===== src/rtl/cla_pkg.sv =====
// cla_pkg: shared definitions for the pipelined carry-lookahead adder.
//   cla_nstage()  - number of pipeline stages for a given slice count / group size
//   stage_ctl_t   - per-stage control record (valid, carry, operand sign bits)
package cla_pkg;

  // Control part of a stage record; the width-dependent data fields are added
  // by cla_pipe, which knows N.
  typedef struct packed {
    logic valid;
    logic carry;
    logic sa;
    logic sb;
  } stage_ctl_t;

  // ceil(width / gps)
  function automatic int unsigned cla_nstage(input int unsigned width, input int unsigned gps);
    return (width + gps - 1) / gps;
  endfunction

  // One past the last slice resolved by stage k.
  function automatic int unsigned cla_stage_hi(input int unsigned k, input int unsigned width,
                                               input int unsigned gps);
    return ((k + 1) * gps > width) ? width : (k + 1) * gps;
  endfunction

endpackage


===== src/rtl/cla_4.sv =====
// cla_4: 4-bit carry-lookahead adder slice.
//   i_a, i_b : 4-bit operands
//   i_ci     : carry in
//   o_s      : 4-bit sum
//   o_co     : carry out
module cla_4 (
  input  logic [3:0] i_a,
  input  logic [3:0] i_b,
  input  logic       i_ci,
  output logic [3:0] o_s,
  output logic       o_co
);

  logic [3:0] w_g;
  logic [3:0] w_p;
  logic [4:0] w_c;

  assign w_g = i_a & i_b;
  assign w_p = i_a ^ i_b;

  // Flattened lookahead: every carry is a two-level function of g/p and i_ci.
  assign w_c[0] = i_ci;
  assign w_c[1] = w_g[0] | (w_p[0] & i_ci);
  assign w_c[2] = w_g[1] | (w_p[1] & w_g[0]) | (w_p[1] & w_p[0] & i_ci);
  assign w_c[3] = w_g[2] | (w_p[2] & w_g[1]) | (w_p[2] & w_p[1] & w_g[0])
                | (w_p[2] & w_p[1] & w_p[0] & i_ci);
  assign w_c[4] = w_g[3] | (w_p[3] & w_g[2]) | (w_p[3] & w_p[2] & w_g[1])
                | (w_p[3] & w_p[2] & w_p[1] & w_g[0])
                | (w_p[3] & w_p[2] & w_p[1] & w_p[0] & i_ci);

  assign o_s  = w_p ^ w_c[3:0];
  assign o_co = w_c[4];

endmodule


===== src/rtl/cla_pipe.sv =====
// cla_pipe: pipelined 4*WIDTH-bit carry-lookahead adder/subtractor with
// valid/ready handshakes on both sides and full backpressure.
//   clk, rst            : clock, synchronous active-high reset
//   in_valid / in_ready : operand handshake (a, b, ci, sub)
//   out_valid/out_ready : result handshake (s, c, v)
//   c                   : carry out of bit N-1 (for subtract: 1 = no borrow)
//   v                   : two's-complement overflow
module cla_pipe
  import cla_pkg::*;
#(
  parameter int unsigned WIDTH = 8,
  parameter int unsigned GPS   = 2
) (
  input  logic                 clk,
  input  logic                 rst,
  input  logic                 in_valid,
  output logic                 in_ready,
  input  logic [4*WIDTH-1:0]   a,
  input  logic [4*WIDTH-1:0]   b,
  input  logic                 ci,
  input  logic                 sub,
  output logic                 out_valid,
  input  logic                 out_ready,
  output logic [4*WIDTH-1:0]   s,
  output logic                 c,
  output logic                 v
);

  localparam int unsigned N      = 4 * WIDTH;
  localparam int unsigned NSTAGE = cla_nstage(WIDTH, GPS);
  localparam int unsigned LAST   = NSTAGE - 1;

  typedef struct packed {
    logic [N-1:0] sum;
    logic [N-1:0] rem_a;
    logic [N-1:0] rem_b;
    stage_ctl_t   ctl;
  } stage_t;

  stage_t r_stage [NSTAGE];
  stage_t w_src   [NSTAGE];
  stage_t w_nxt   [NSTAGE];
  stage_t w_in;

  logic [NSTAGE-1:0] w_move;
  logic [NSTAGE-1:0] w_load;
  logic [N-1:0]      w_b_eff;
  logic              w_accept;

  // Operand conditioning at acceptance: subtract is a + ~b + 1.
  assign w_b_eff  = sub ? ~b : b;
  assign w_accept = in_valid & in_ready;

  always_comb begin
    w_in           = '0;
    w_in.rem_a     = a;
    w_in.rem_b     = w_b_eff;
    w_in.ctl.valid = w_accept;
    w_in.ctl.carry = sub | ci;
    w_in.ctl.sa    = a[N-1];
    w_in.ctl.sb    = w_b_eff[N-1];
  end

  // Ready chain, evaluated from the output back towards the input.
  always_comb begin
    w_move       = '0;
    w_load       = '0;
    w_move[LAST] = r_stage[LAST].ctl.valid & out_ready;
    for (int k = int'(NSTAGE) - 2; k >= 0; k--) begin
      w_move[k] = r_stage[k].ctl.valid & (~r_stage[k+1].ctl.valid | w_move[k+1]);
    end
    for (int k = 0; k < int'(NSTAGE); k++) begin
      w_load[k] = ~r_stage[k].ctl.valid | w_move[k];
    end
  end

  assign in_ready = ~rst & w_load[0];

  // Per-stage slice datapath.
  for (genvar k = 0; k < int'(NSTAGE); k++) begin : g_stage
    localparam int LO  = k * int'(GPS);
    localparam int HI  = int'(cla_stage_hi(k, WIDTH, GPS));
    localparam int CNT = HI - LO;

    logic [CNT:0] w_chain;
    logic [N-1:0] w_sum;

    if (k == 0) begin : g_src_in
      assign w_src[k] = w_in;
    end else begin : g_src_prev
      assign w_src[k] = r_stage[k-1];
    end

    assign w_chain[0] = w_src[k].ctl.carry;

    // Slices owned by this stage are computed; all others pass through.
    for (genvar j = 0; j < int'(WIDTH); j++) begin : g_slice
      if (j >= LO && j < HI) begin : g_cla
        cla_4 u_cla (
          .i_a  (w_src[k].rem_a[4*j +: 4]),
          .i_b  (w_src[k].rem_b[4*j +: 4]),
          .i_ci (w_chain[j-LO]),
          .o_s  (w_sum[4*j +: 4]),
          .o_co (w_chain[j-LO+1])
        );
      end else begin : g_pass
        assign w_sum[4*j +: 4] = w_src[k].sum[4*j +: 4];
      end
    end

    assign w_nxt[k] = stage_t'({w_sum, w_src[k].rem_a, w_src[k].rem_b,
                                w_src[k].ctl.valid, w_chain[CNT],
                                w_src[k].ctl.sa, w_src[k].ctl.sb});
  end

  // Stage registers: load on empty-or-moving; an invalid upstream only clears valid.
  always_ff @(posedge clk) begin
    if (rst) begin
      for (int k = 0; k < int'(NSTAGE); k++) begin
        r_stage[k] <= '0;
      end
    end else begin
      for (int k = 0; k < int'(NSTAGE); k++) begin
        if (w_load[k]) begin
          if (w_src[k].ctl.valid) begin
            r_stage[k] <= w_nxt[k];
          end else begin
            r_stage[k].ctl.valid <= 1'b0;
          end
        end
      end
    end
  end

  assign out_valid = r_stage[LAST].ctl.valid;
  assign s         = r_stage[LAST].sum;
  assign c         = r_stage[LAST].ctl.carry;
  // Overflow: operands share a sign that the result does not.
  assign v         = (r_stage[LAST].ctl.sa == r_stage[LAST].ctl.sb) &
                     (r_stage[LAST].sum[N-1] != r_stage[LAST].ctl.sa);

endmodule


===== config.mk =====
export PLATFORM = sky130hd
export DESIGN_NAME = cla_pipe
export DESIGN_NICKNAME = d
export VERILOG_FILES = /design/src/rtl/cla_pkg.sv /design/src/rtl/cla_4.sv /design/src/rtl/cla_pipe.sv
export SDC_FILE = /design/constraint.sdc
export NUM_CORES = 1
export LEC_CHECK = 0
export BUFFER_PORTS_ARGS = -buffer_cell sky130_fd_sc_hd__buf_4
export CAP_MARGIN = 20
export CORE_MARGIN = 2
export CORE_UTILIZATION = 45
export CTS_CLUSTER_DIAMETER = 150
export DETAILED_ROUTE_END_ITERATION = 10
export PLACE_DENSITY = 0.67
export REMOVE_ABC_BUFFERS = 1
export SYNTH_ARGS = -nofsm -noshare
export SYNTH_HDL_FRONTEND = slang
export SYNTH_SLANG_ARGS = --single-unit

===== constraint.sdc =====
create_clock -name clk -period 7.4 [get_ports clk]
set_input_delay 1.48 -clock clk [delete_from_list [all_inputs] [get_ports clk]]
set_output_delay 1.48 -clock clk [all_outputs]
set_load 0.05 [all_outputs]

Word level (Yosys, flattened, before mapping)
Memories as Yosys holds them, arrays and structs flattened.
Cells that the tools add are included.
- output and inout port bits: 36
- flip-flop bits (word level): 0
- memories kept: 1
- memory bits (writable): 400
- ROM bits: 0
- latch bits: 0
- word-level logic and storage cells: 304
- memory list (memory ; words ; width ; rd ports ; clocked after Yosys merged registers in ; write ports ; RTL line ; RTL):
    r_stage ; 4 ; 100 ; 4 ; 0 ; 4 ; cla_pipe.sv:40 ; stage_t r_stage [NSTAGE];
- equal/unequal tests: 2
- multiplexer cells: 43
- $lt $le $gt $ge: 0
- shift operators: 0
- bitwise gates (word level): 258
- divide/modulo/power cells: 0
- reductions and logical operators: 0
- multipliers: 0
- add/sub/neg operators: 0
- operator list (kind ; count):
    2-to-1 mux 100 bit ; 4
    AND 1 bit ; 135
    OR 1 bit ; 93
    bitwise XOR 4 bit ; 16
    2-to-1 mux 1 bit ; 38
    AND 4 bit ; 8
    2-to-1 mux 32 bit ; 1
    NOT 32 bit ; 1
    NOT 1 bit ; 5
    equality test 1 bit ; 1
    inequality test 1 bit ; 1

Depth between registers and ports, before layout
Gate-level depths: netlist of the first run.
An unclocked memory read counts as a cell.
- word-level depth: 17
- gate-level depth with buffers: 10

Modules after synthesis
A second synthesis of the first run with hierarchy kept.
- cell total of the unflattened synthesis: 666
- area, all modules: 9307.7 µm²
- modules (own cells, without submodules) (module ; sequential area each (µm²) ; cells each ; area each (µm²) ; instances):
    cla_pipe ; 5585.4 ; 550 ; 8201.6 ; 1
    cla_4 at g_stage[1].g_slice[3].g_cla.u_cla ... ; 0.0 ; 13 ; 132.6 ; 5
    cla_4 at g_stage[0].g_slice[0].g_cla.u_cla ... ; 0.0 ; 17 ; 147.6 ; 3

Worst setup path before layout of the first run
No wires, ideal clock.
- kind: input-to-output
- start: input rst
- end: output in_ready
- slack: 3430 ps
- stages on the path: 3
- data required time: 5920 ps
- data arrival time: 2490 ps
- buffers on the path: 2
- cells stage by stage: clkbuf_1 a41oi_2 clkbuf_1
- word-level cells in the longest chain between the ends: 2
- ends and longest elaborated chain (item ; RTL line ; RTL):
    from (decl) ; cla_pipe.sv:15 ; input logic rst,
    NOT 1 bit ; cla_pipe.sv:77 ; assign in_ready = ~rst & w_load[0];
    AND 1 bit ; cla_pipe.sv:77 ;
    to (decl) ; cla_pipe.sv:17 ; output logic in_ready,
Every way passes these cells.

Final worst setup path of the first run
- start: input out_ready
- end: output in_ready
- word-level cells in the longest chain between the ends: 9
- ends and longest elaborated chain (item ; RTL line ; RTL):
    from (decl) ; cla_pipe.sv:23 ; input logic out_ready,
    AND 1 bit ; cla_pipe.sv:68 ; w_move[LAST] = r_stage[LAST].ctl.valid & out_ready;
    OR 1 bit ; cla_pipe.sv:70 ; w_move[k] = r_stage[k].ctl.valid & (~r_stage[k+1].ctl.valid | w_move[k+1]);
    AND 1 bit ; cla_pipe.sv:70 ;
    OR 1 bit ; cla_pipe.sv:70 ;
    AND 1 bit ; cla_pipe.sv:70 ;
    OR 1 bit ; cla_pipe.sv:70 ;
    AND 1 bit ; cla_pipe.sv:70 ;
    OR 1 bit ; cla_pipe.sv:73 ; w_load[k] = ~r_stage[k].ctl.valid | w_move[k];
    AND 1 bit ; cla_pipe.sv:77 ;
Every way passes these cells.

==> results of run 1 <==
[Yosys cell counts, drive strengths merged (3+ instances only)]
cell / count / area share [%]
nand2: 12 / 0.52
clkbuf: 5 / 0.22
o21a: 4 / 0.34
and2: 101 / 7.2
nor3: 9 / 0.52
ha: 32 / 4.6
inv: 18 / 0.80
nor2: 53 / 2.3
a21oi: 3 / 0.17
nand2b: 10 / 0.72
a211oi: 6 / 0.63
xor2: 19 / 1.9
fa: 8 / 1.8
buf: 52 / 4.4
o21bai: 3 / 0.26
xnor2: 29 / 2.9
o21ai: 15 / 0.90
and3: 25 / 1.8
a31oi: 4 / 0.36
edfxtp: 186 / 64
a21o: 9 / 0.77
or2: 4 / 0.29
[critical path, cell delays in order]
cell and delay, ns:
buf_4 0.10, nor2b_4 0.04, a41oi_2 0.18, buf_4 0.29
buf_4 0.25
[kinds of logic (layout without fill, tap and decap cells)]
logic type,after synthesis,count (layout),synth area share [%]
mux,1,1,0.115
flops,186,186,64.1
xor+xnor,48,48,4.82
fa+ha+maj,40,40,6.43
buf+inv,77,162,5.52
simple gates,222,222,14.0
compound gates,57,57,5.02
[layout make-up]
class	instances	area, sq um	share of cell area, %
Clock buffer	17	425	4.23
Inverter	20	80.1	0.796
Tap cell	260	325	3.23
Clock inverter	15	150	1.49
Timing Repair Buffer	110	838	8.33
Sequential cell	186	5590	55.5
Multi-Input combinational cell	368	2660	26.4
[per-stage QoR]
| step | setup slack [ns] | util, % |
|---|---|---|
| 6_report | 3.56 | 53.4 |
| 5_1_grt | 3.50 | 53.4 |
| 2_1_floorplan | 2.24 | - |
| 3_5_place_dp | 3.34 | 50.4 |
| 4_1_cts | 3.55 | 53.4 |
| 3_3_place_gp | 3.43 | 50.3 |
[metal layers]
layer | vias to the layer above | share of wire, %
met5 | - | 0
met4 | 0 | 1.3
met3 | 12 | 4.0
met2 | 90 | 48
met1 | 2146 | 47
li1 | 2337 | -
[power groups by stage]
stage | logic, uW | clock network, uW | registers (uW)
global placement | 258 | 0 | 1270
floorplan | 141 | 0 | 1300
finish | 266 | 868 | 1250
detailed placement | 269 | 0 | 1280
CTS | 270 | 884 | 1250
global route | 296 | 929 | 1260
[worst max-delay path by stage]
stage	from	to	slack (ns)
after CTS	out_ready	in_ready	3.55
after global placement	sub	r_stage[0][73]$_SDFFCE_PN0P_	3.43
after floorplan	out_ready	r_stage[0][12]$_SDFFCE_PN0P_	2.24
after detailed placement	sub	r_stage[0][73]$_SDFFCE_PN0P_	3.34
final	out_ready	in_ready	3.56
after global routing	out_ready	in_ready	3.50
==> reports/results.tsv, run 1 <==
metric	value	unit
rsz0062_at_grt	false	
routed_wl	13800	microns
crit_type	primary input to output pin	
met1_usage	19.4	%
finalInstanceArea	10100	sq um
reg2reg_from	r_stage[1][20]$_SDFFCE_PN0P_	
wl_per_cell	14.1	microns
nets	813	
ys.flop_type	edfxtp_1	
vdd_ir_drop_max	0.180	mV
initialDrtViolationCount	279	
synth-seq-area-share	64.1	%
status	finished clean	
tritoncts	done	
syn_to_final_growth	15.4	%
yosysWarnings	0	
routed_via_density	4.70	
grt_start_max_net_pins	58	
grt_pass1_vias	4738	
dp.cells	944	
crit_path_max_fanout	26	
grt_pass1_wl	23300	microns
p_clk_share	36.4	%
ys_types	48	
vias	4585	
ctsResizeCount	0	
setup_tns	0	ns
whs	0.513	ns
finalCriticalPeriod	3.84	ns
top_regs	r_stage (186)	
endpoint_kind	output pin	
die_area	20500	sq um
synth_edf_count	186	
gp_congestion	0.785	
start_util	46.3	%
power_frac_comb	11.2	%
critPathRequiredTime	5.92	ns
num_antenna_cells	0	
grt-ovfl-total	0	
drc	0	
fin_cells	976	
largest_reg_flops	186	
avgSynthCellArea	13.8	sq um
r2r-end	r_stage[2][89]$_SDFFCE_PN0P_	
period_share	52.0	%
layout_common_cells	186 x edfxtp_1, 109 x buf_4, 101 x and2_1	
clockBufferDepth	2	
finClkSkew	0.0169	ns
clkTransAtPathRegs	0.07	ns
reg2reg_depth	7	
busiest_layer	met2	
hpwlAfterDp	9780	microns
hold_end	r_stage[2][61]$_SDFFCE_PN0P_	
place_area	9490	sq um
largest_register	r_stage	
grt_use_met2	23.7	%
leakagePower	0.00413	uW
cts_max_level	4	
io_buffers	105	
io_pins	106	
drv_cap	0	
power_density	237	nW/um^2
max_slew_margin	37.2	%
fp.dieH	143	microns
cts_setup_buffers	0	
cp-start-kind	primary input	
ant_nets	0	
switching_share	23.0	%
core_area	18800	sq um
track_usage	14.6	%
die_w	143	microns
clock.fmax	0.260	GHz
ys_ff_latch	186	
pwr-share-seq	52.5	%
switchingPower	548	uW
row_count	50	
setup_viol	0	
worst_pin_slew	0.942	ns
synthCells	631	
cts.sinks	186	
numCtsBuffers	17	
hp-start	r_stage[1][61]$_SDFFCE_PN0P_	
clk-insertion-delay-late	0.43	ns
power	2390	uW
cts-root-buf	clkbuf_16	
firstDrtPassIters	4	
crit_arrival	2.36	ns
min_path_cells	1	
report.final.slew_viol_count	0	
internal_power	1840	uW
hold_viol	0	
async_flop_share	0	%
antenna_found_initial	0	
layout-drive-gt1-share	21.4	%
ctsHoldBuffers	0	
nFillCells	1611	
reg2reg_slack	5.05	ns
globalRouteMet3Util	3.32	%
hp-class	flop to flop	
final_common_cell	edfxtp_1	
netlist_area	8720	sq um
(Power assumes the default switching activity.)
==> run 2, diff against run 1 <==
PLACE_DENSITY = 0.7   (was 0.67)
clock period = 3.5 ns   (was 7.4 ns; I/O delays follow)
==> run 2 against run 1 <==
Against the previous run: combinational power rose by 110%; clock power rose by 130%; hold slack improved by 0.0028 ns; design area rose by 0.68%; critical path depth rose by 4; non-clock buffer count rose by 2; critical path type is now primary input to flop; power rose by 120%; global-route usage fell by 0.64 points; sequential cell count did not move; setup slack got worse by 2.6 ns; register-to-register slack got worse by 3.9 ns; routed wire length fell by 3.7%.
==> reports/results.tsv, run 2 (synthesis gave the netlist of run 1 again) <==
metric	value	unit	change
clockBufferDepth	2		unchanged
cp_slowest_cell	a221oi_2		was buf_4
dp.cells	945		was 944
fp.dieH	143	microns	unchanged
routed_wl	13300	microns	was 13800 microns
ctsHoldBuffers	0		unchanged
gp_congestion	0.867		was 0.785
reg2reg_slack	1.16	ns	was 5.05 ns
syn_to_final_growth	16.2	%	was 15.4%
grt_pass1_vias	4550		was 4738
antenna_found_initial	0		unchanged
fin_cells	978		was 976
clk-insertion-delay-late	0.43	ns	about the same
numCtsBuffers	17		unchanged
period_share	73.9	%	
io_buffers	105		unchanged
start_util	46.3	%	unchanged
io_pins	106		unchanged
drc	0		unchanged
routed_via_density	4.61		was 4.70
cp-start-kind	primary input		unchanged
hpwlAfterDp	9760	microns	was 9780 microns
finalCriticalPeriod	2.59	ns	
crit_buf_inv	1		was 3
crit_path_max_fanout	9		was 26
tritoncts	done		unchanged
final_util	53.8	%	was 53.4%
crit_type	primary input to flop		was primary input to output pin
internal_power	4030	uW	was 1840 uW
endpoint_kind	flop		was output pin
layout_common_cells	186 x edfxtp_1, 111 x buf_4, 101 x and2_1		was 186 x edfxtp_1, 109 x buf_4, 101 x and2_1
grt_pass1_wl	22100	microns	was 23300 microns
crit_arrival	2.76	ns	was 2.36 ns
cts_setup_buffers	0		unchanged
cp_top_family	adder cells		was buffers and inverters
largest_reg_flops	186		unchanged
switchingPower	1160	uW	was 548 uW
drv_cap	0		unchanged
ant_nets	0		unchanged
report.final.slew_viol_count	0		unchanged
vias	4507		was 4585
hp-class	flop to flop		unchanged
die_area	20500	sq um	unchanged
initialDrtViolationCount	290		was 279
largest_register	r_stage		unchanged
max_slew_margin	37.5	%	was 37.2%
ctsResizeCount	0		unchanged
power	5190	uW	was 2390 uW
leakagePower	0.00415	uW	was 0.00413 uW
finClkSkew	0.0105	ns	was 0.0169 ns
vdd_ir_drop_max	0.403	mV	was 0.180 mV
cts-root-buf	clkbuf_16		unchanged
worstPathCellList	buf_4 > xor2_1 > ha_1 > o21ai_0 > a221oi_2 > nor2_1 > fa_1 > xor2_1 > nor2_1		was buf_4 > nor2b_4 > a41oi_2 > buf_4 > buf_4
die_w	143	microns	unchanged
hold_viol	0		unchanged
clkTransAtPathRegs	0.06	ns	was 0.07 ns
firstDrtPassIters	4		unchanged
power_frac_comb	10.8	%	was 11.2%
p_clk_share	38.2	%	was 36.4%
final_common_cell	edfxtp_1		unchanged
wl_per_cell	13.6	microns	was 14.1 microns
top_regs	r_stage (186)		unchanged
setup_viol	0		unchanged
worst_pin_slew	0.938	ns	was 0.942 ns
clock.fmax	0.387	GHz	
layout-drive-gt1-share	21.9	%	was 21.4%
switching_share	22.3	%	was 23.0%
row_count	50		unchanged
core_area	18800	sq um	unchanged
grt_start_max_net_pins	50		was 58
critPathRequiredTime	3.68	ns	was 5.92 ns
cts_max_level	4		unchanged
num_antenna_cells	0		unchanged
cpPeakStageDelay	0.45	ns	was 0.29 ns
track_usage	14.0	%	was 14.6%
setup_tns	0	ns	unchanged
power_density	512	nW/um^2	was 237 nW/um^2
nets	815		was 813
rsz0062_at_grt	false		unchanged
status	finished clean		unchanged
pwr-share-seq	51.0	%	was 52.5%
cts.sinks	186		unchanged
grt-ovfl-total	0		unchanged
==> run 2: cell type report <==
cell class | count | area [sq um]
Tap cell | 260 | 325
Multi-Input combinational cell | 368 | 2660
Clock inverter | 14 | 193
Clock buffer | 18 | 429
Fill cell | 1566 | 8700
Sequential cell | 186 | 5590
Timing Repair Buffer | 112 | 861
Inverter | 20 | 80.1
==> run 2: power by group through the flow <==
stage	combinational [uW]	sequential [uW]	clock, uW
2_1_floorplan	298	2760	0
3_3_place_gp	541	2690	0
3_5_place_dp	559	2700	0
4_1_cts	561	2650	2020
5_1_grt	621	2660	2110
6_report	561	2650	1980
==> run 2: metrics by stage <==
step / hold WS, ns / setup slack (ns) / instance area [sq um]
floorplan: 0.497 / -0.978 / 8320
global placement: 0.504 / 0.617 / 9480
detailed placement: 0.501 / 0.480 / 9480
CTS: 0.516 / 0.934 / 10100
global route: 0.533 / 0.812 / 10100
finish: 0.515 / 0.914 / 10100
==> run 2: worst register-to-register path, delay by kind of cell, from the launching register on <==
kind | cells | cell delay, ns
adder cells (fa/ha/maj) | 2 | 0.73
AO/OA/AOI/OAI | 3 | 0.72
flip-flops | 1 | 0.41
XOR/XNOR | 1 | 0.19
AND/OR/NAND/NOR | 1 | 0.05
==> run 2: per-layer routing <==
layer | global-route usage (%) | wire (microns) | part of all wire (%)
met4 | 5.89 | 189 | 1.4
met2 | 21.8 | 6230 | 47
met1 | 18.7 | 6250 | 47
met5 | 0 | 0 | 0
met3 | 3.66 | 617 | 4.6
==> run 2: final timing paths <==
kind                           startpoint                            to  cells past startpoint
min reg2reg  r_stage[0][23]$_SDFFCE_PN0P_  r_stage[1][23]$_SDFFCE_PN0P_                      1
min          r_stage[0][23]$_SDFFCE_PN0P_  r_stage[1][23]$_SDFFCE_PN0P_                      1
max reg2reg  r_stage[2][28]$_SDFFCE_PN0P_  r_stage[3][97]$_SDFFCE_PN0P_                      7
max                                   sub  r_stage[0][73]$_SDFFCE_PN0P_                      9
